==> src/rtl/requant_scale_sequencer_pkg.sv <==
// requant_scale_sequencer_pkg: shared scale type, FSM states and ROM word widths
package requant_scale_sequencer_pkg;
  localparam int MULT_W = 32;
  localparam int SHIFT_W = 6;
  typedef struct packed {
    logic [MULT_W-1:0]  mult;
    logic [SHIFT_W-1:0] shift;
  } scale_t;
  typedef enum logic [2:0] {IDLE, LAYER_RD, LAYER_CAP, READY, GRP_RD, GRP_CAP, GRP_RESP} state_t;
endpackage

==> src/rtl/requant_scale_sequencer.sv <==
// requant_scale_sequencer: fetches layer output scale and per-group lane scales from the requant ROM
module requant_scale_sequencer
  import requant_scale_sequencer_pkg::*;
#(
  parameter int NUM_LAYERS   = 28,
  parameter int MAX_CHANNELS = 128,
  parameter int NUM_LANES    = 4,
  localparam int MULT_WIDTH  = MULT_W,
  localparam int SHIFT_WIDTH = SHIFT_W,
  localparam int LW = $clog2(NUM_LAYERS + 1),
  localparam int CW = $clog2(MAX_CHANNELS + 1),
  localparam int GW = $clog2((MAX_CHANNELS + NUM_LANES - 1) / NUM_LANES),
  localparam int NW = NUM_LANES > 1 ? $clog2(NUM_LANES) : 1
) (
  input  logic                                   clk,
  input  logic                                   reset_n,
  input  logic                                   layer_start,
  input  logic [LW-1:0]                          layer_idx,
  input  logic [CW-1:0]                          num_channels,
  input  logic                                   layer_done,
  output logic                                   cfg_ready,
  output logic                                   cfg_err,
  output logic [MULT_WIDTH-1:0]                  out_mult,
  output logic [SHIFT_WIDTH-1:0]                 out_shift,
  input  logic                                   grp_req_valid,
  output logic                                   grp_req_ready,
  input  logic [GW-1:0]                          grp_idx,
  output logic                                   grp_valid,
  input  logic                                   grp_ready,
  output logic [NUM_LANES-1:0]                   grp_lane_mask,
  output logic [NUM_LANES-1:0][MULT_WIDTH-1:0]   grp_mult,
  output logic [NUM_LANES-1:0][SHIFT_WIDTH-1:0]  grp_shift,
  output logic                                   rom_valid,
  output logic [LW-1:0]                          rom_layer_idx,
  output logic [CW-1:0]                          rom_weight_idx,
  input  logic [MULT_WIDTH-1:0]                  rom_mult,
  input  logic [SHIFT_WIDTH-1:0]                 rom_shift
);
  state_t state, nxt;
  scale_t out_q;
  scale_t [NUM_LANES-1:0] bank;
  logic [NUM_LANES-1:0] mask;
  logic [LW-1:0] layer_q;
  logic [CW-1:0] nch_q, widx_q;
  logic [CW:0] base_q, ch;
  logic [NW-1:0] lane_q, cap_lane;
  logic cap_v, err_q, legal, start_ok, grp_acc, last_lane;
  assign legal = !layer_idx[LW-1] && (LW+1)'(layer_idx) < (LW+1)'(NUM_LAYERS) &&
                 num_channels != '0 && (CW+1)'(num_channels) <= (CW+1)'(MAX_CHANNELS);
  assign start_ok = layer_start && (state == IDLE || state == READY);
  assign grp_req_ready = state == READY && !layer_start && !layer_done;
  assign grp_acc = grp_req_valid && grp_req_ready;
  assign ch = base_q + (CW+1)'(lane_q);
  assign last_lane = lane_q == NW'(NUM_LANES - 1);
  assign rom_valid = state == LAYER_RD || (state == GRP_RD && ch < (CW+1)'(nch_q));
  assign rom_layer_idx = layer_q;
  assign rom_weight_idx = rom_valid ? (state == LAYER_RD ? nch_q : ch[CW-1:0]) : widx_q;
  assign cfg_ready = state inside {READY, GRP_RD, GRP_CAP, GRP_RESP};
  assign cfg_err = err_q;
  assign out_mult = out_q.mult;
  assign out_shift = out_q.shift;
  assign grp_valid = state == GRP_RESP;
  assign grp_lane_mask = mask;
  for (genvar k = 0; k < NUM_LANES; k++) begin : g_lane
    assign grp_mult[k] = bank[k].mult;
    assign grp_shift[k] = bank[k].shift;
  end
  always_comb begin
    nxt = state;
    case (state)
      IDLE, READY: nxt = start_ok ? (legal ? LAYER_RD : IDLE) :
                         (layer_done && state == READY) ? IDLE :
                         grp_acc ? GRP_RD : state;
      LAYER_RD:    nxt = LAYER_CAP;
      LAYER_CAP:   nxt = READY;
      GRP_RD:      nxt = last_lane ? GRP_CAP : GRP_RD;
      GRP_CAP:     nxt = GRP_RESP;
      GRP_RESP:    nxt = grp_ready ? READY : GRP_RESP;
      default:     nxt = IDLE;
    endcase
  end
  always_ff @(posedge clk or negedge reset_n) begin
    if (!reset_n) begin
      state <= IDLE;
      out_q <= '0;
      bank <= '0;
      mask <= '0;
      layer_q <= '0;
      nch_q <= '0;
      widx_q <= '0;
      base_q <= '0;
      lane_q <= '0;
      cap_lane <= '0;
      cap_v <= 1'b0;
      err_q <= 1'b0;
    end else begin
      state <= nxt;
      err_q <= start_ok && !legal;
      widx_q <= rom_weight_idx;
      cap_v <= rom_valid && state == GRP_RD;
      cap_lane <= lane_q;
      lane_q <= state == GRP_RD ? lane_q + 1'b1 : '0;
      if (start_ok && legal) begin
        layer_q <= layer_idx;
        nch_q <= num_channels;
      end
      if (state == LAYER_CAP) out_q <= scale_t'{rom_mult, rom_shift};
      if (grp_acc) begin
        base_q <= (CW+1)'((CW+1)'(grp_idx) * (CW+1)'(NUM_LANES));
        bank <= '0;
        mask <= '0;
      end
      if (cap_v) begin
        bank[cap_lane] <= scale_t'{rom_mult, rom_shift};
        mask[cap_lane] <= 1'b1;
      end
    end
  end
endmodule

==> config.mk <==
export PLATFORM = sky130hd
export DESIGN_NAME = requant_scale_sequencer
export DESIGN_NICKNAME = d
export VERILOG_FILES = /design/src/rtl/requant_scale_sequencer_pkg.sv /design/src/rtl/requant_scale_sequencer.sv
export SDC_FILE = /design/constraint.sdc
export NUM_CORES = 1
export LEC_CHECK = 0
export ABC_AREA = 1
export BUFFER_PORTS_ARGS = -buffer_cell sky130_fd_sc_hd__clkbuf_2
export CORE_ASPECT_RATIO = 0.5
export CORE_MARGIN = 5
export CORE_UTILIZATION = 55
export DETAILED_ROUTE_END_ITERATION = 6
export HOLD_SLACK_MARGIN = 0.05
export PLACE_DENSITY_LB_ADDON = 0.1
export SLEW_MARGIN = 15
export SYNTH_ARGS = -nofsm -noshare
export SYNTH_HDL_FRONTEND = slang
export SYNTH_SLANG_ARGS = --single-unit
==> constraint.sdc <==
create_clock -name clk -period 4.4 [get_ports clk]
set_input_delay 0.22 -clock clk [delete_from_list [all_inputs] [get_ports clk]]
set_output_delay 0.22 -clock clk [all_outputs]
set_load 0.01 [all_outputs]
==> implementation parameters <==
Parameter                              Value

STA
  Slew Viols, Final ... 0
  Tmin final ... 2638 ps
  Final hold viol count ... 0
  Setup repair after global routing missed its margin ... no
  Timing-limited maximum frequency ... 0.3791 GHz
  Rel. slew slack ... 37.81%
  Actual transition at the worst max-transition pin ... 932.8 ps
  Count of final setup violators ... 0
  Total Negative Setup Slacks ... 0 ps
  Worst setup skew after layout ... 9.951 ps
  Final period util ... 59.95%

Floorplanning
  Starting utilization of the core area ... 56.99%
  Floorplan die area ... 19020 um^2
  Top-level port count ... 274
  Height of the chip ... 100.1 um
  Row cnt ... 32
  Placeable Area ... 15660 um^2
  Die extent in x ... 190.1 um

Clock network
  Clk root buf ... clkbuf_16
  TritonCTS clock tree ... built
  Deepest level of the CTS H-tree ... 1
  TritonCTS Buffers ... 20
  Number of sinks on the clock net ... 229
  Clk Latency, worst-skew pair ... 490 ps
  Post-cts gate resize count ... 0
  Hold-fix buffer count after cts ... 27
  Clock-pin slew on the worst setup and hold paths ... 70 ps
  Max Buffers Root-to-Sink ... 3
  Total setup buffers inserted after CTS ... 0

Worst setup path
  CP max FO ... 10
  Terminus of the critical flop-to-flop path ... grp_mult[82]
  Startpoint-to-endpoint class of the critical path ... reg -> out
  CP Depth ... 10
  Crit path launch type ... register
  Slowest cell delay on critical path ... 400 ps
  Cell-by-cell listing of the critical path ... ha_1, inv_1, nor2_1, and3_1, nand2_1, nand2_1, nand2_1, nand2_1, nand2_1, clkbuf_2
  R2r setup slk ... 1830 ps
  Setup crit end ... rom_weight_idx[0]
  Delay-heaviest family, CP ... simple AND/OR/NAND/NOR gates
  Type of destination of the critical path ... output port
  Worst endpoint data arrival time ... 2420 ps
  Source of the worst register-to-register timing path ... state[2]
  Count of buffer and inverter cells on the critical path ... 2
  Cell with the biggest individual delay on the critical path ... dfrtp_1
  Critical path required time ... 4180 ps
  Most common cell on crit path ... nand2_1
  Worst R2R Path Depth ... 7
  Critical path origin ... base_q[6]

Place
  Placer's final routability congestion estimate ... 0.8395
  Port Buffers ... 273
  DP Cell Count ... 1339
  Instance area after placement ... 10360 um^2
  Half-perimeter wire length after placement ... 15.94 mm

Finish
  Final design instance area without fill ... 11240 um^2
  Layout Area Growth over Synthesis ... 25.96%
  Post-layout instance count excluding filler cells ... 1397
  Antenna Cells ... 0
  Number of nets in the final layout ... 1236
  Ratio of cells with drive above 1 in the final layout ... 26.79%
  Count of filler cells inserted in the layout ... 1241

Synthesis
  Count of mapped cells out of synthesis ... 902
  Count of unique library cells instantiated by Yosys ... 20
  Synth area leaders ... dfrtp_1 (64%), o21ai_0 (10%), nand3_1 (9.7%)
  Avg Synthesized Cell Area ... 9.892 um^2
  Post-synthesis cell area ... 8922 um^2
  Net count after synthesis ... 971
  Area leader, netlist ... dfrtp_1
  Async set or reset register ratio after synthesis ... 100.0%
  Seq/Total Area, Yosys ... 64.23%
  Number of synthesized register bits ... 229
  Number of synthesized flops with an enable pin ... 0
  Top-count cell post-synth ... dfrtp_1
  Most common library cells after synthesis ... dfrtp_1 (229), o21ai_0 (180), nand3_1 (173)
  Post-synth top flop ... dfrtp_1
  Count of warnings emitted by yosys ... 0
  Fraction of synthesized cell area taken by the top area cell type ... 64.23%

Global routing
  Initial antenna violation count ... 0
  GR Overflow Total ... 0
  Largest net degree at the start of global routing ... 127
  Number of global-route vias before repair ... 7212
  Wire length of the first global-routing pass ... 38.25 mm
  GRT Total Usage ... 24.75%

Detailed routing
  Number of remaining DRC errors ... 0
  Count of vias placed by the detailed router ... 7439
  Remaining number of nets flagged by the antenna check after routing ... 0
  Wire length reported by the detailed router ... 23.91 mm
  Starting DRT DRC Count ... 555
  Detailed Routing Iterations Pass 1 ... 5
  Wire per inst ... 17.12 um
  Detailed-route vias per instance ... 5.325

Min path
  Type of the most critical hold path ... in -> reg
  Source of the worst hold timing path ... rom_shift[4]

Power and ir drop
  Worst vdd rail ir drop ... 0.3660 mV
  Power density over the cells ... 725.5 nW/um^2
  Static Leakage ... 6.001 nW

Run status
  Result of the run ... complete, no violations

Flow run
  Number of max-capacitance violations reported ... 0
-- cell type report --
class	instances	area (um^2)	share of cell area [%]
timing repair buffer	307	1712	15.23
clock buffer	29	595.6	5.299
inverter	64	240.2	2.138
clock inverter	2	10.01	0.08907
sequential	229	5731	50.99
multi-input combinational	545	2674	23.79
tap	221	276.5	2.460
-- registers in the layout, summed over array words and instances (netlist names) --
register and flops:
state 3, cap_v 1, nch_q 8, out_mult 32
cfg_err 1, cap_lane 2, grp_shift 24, lane_q 2
grp_mult 128, grp_lane_mask 4, rom_layer_idx 5, widx_q 8
out_shift 6, base_q 5
-- layout by cell type, fill, tap and decap left out, drive strengths merged, types with 8 or more instances in the layout --
cell         count
nand3          174
clkbuf         301
nand4           13
nor2            13
o21ai          200
nand2          129
inv             64
dlygate4sd3     27
dfrtp          229
buf              8
-- cells by family (layout without fill, tap and decap cells) --
group                      Yosys count  count (layout)  synth area share, %
and+or+nand+nor                    333             333                17.09
AOI/OAI and AO/OA                  205             205                11.53
buffers and inverters              128             402                6.170
DFF                                229             229                64.23
adders and majority gates            7               7               0.9816
-- layer usage --
layer,part of all wire [%],vias up,global-route usage (%)
li1,-,3570,-
met1,43,3605,35.04
met2,47,233,39.96
met3,7.7,31,5.733
met4,1.9,0,5.167
met5,0,-,0
-- metrics by stage --
stage                     setup slack [ps]  util (%)  hold slack [ps]  power, mW
after floorplan                       2637         -           -75.59      5.087
after global placement                1928     66.19            379.3      6.393
after detailed placement              1855     66.19            382.8      6.528
after CTS                             1761     71.79            50.72      8.226
after global routing                  1551     71.79            74.63      8.727
final                                 1762     71.79            58.77      8.154
-- power breakdown --
part,switching (mW),internal (mW)
Sequential,0.565,3.02
Clock,0.736,0.933
Combinational,1.75,1.14
-- worst register-to-register path, stage by stage (launching register included) --
cell	delay (ps)
dfrtp_1	430
inv_1	130
nand3_2	110
nor3_4	310
nand2_4	520
buf_4	620
nand3_1	170
o21ai_0	120
-- worst min path at each step --
stage	end	slack, ps	cells after the start
final	grp_shift[22]	60	3
after global routing	grp_mult[83]	70	3
after CTS	grp_mult[83]	50	3
after detailed placement	cfg_err	380	1
after global placement	cfg_err	380	1
after floorplan	base_q[2]	-80	0
Note: power is estimated with default switching activity, not from simulation.
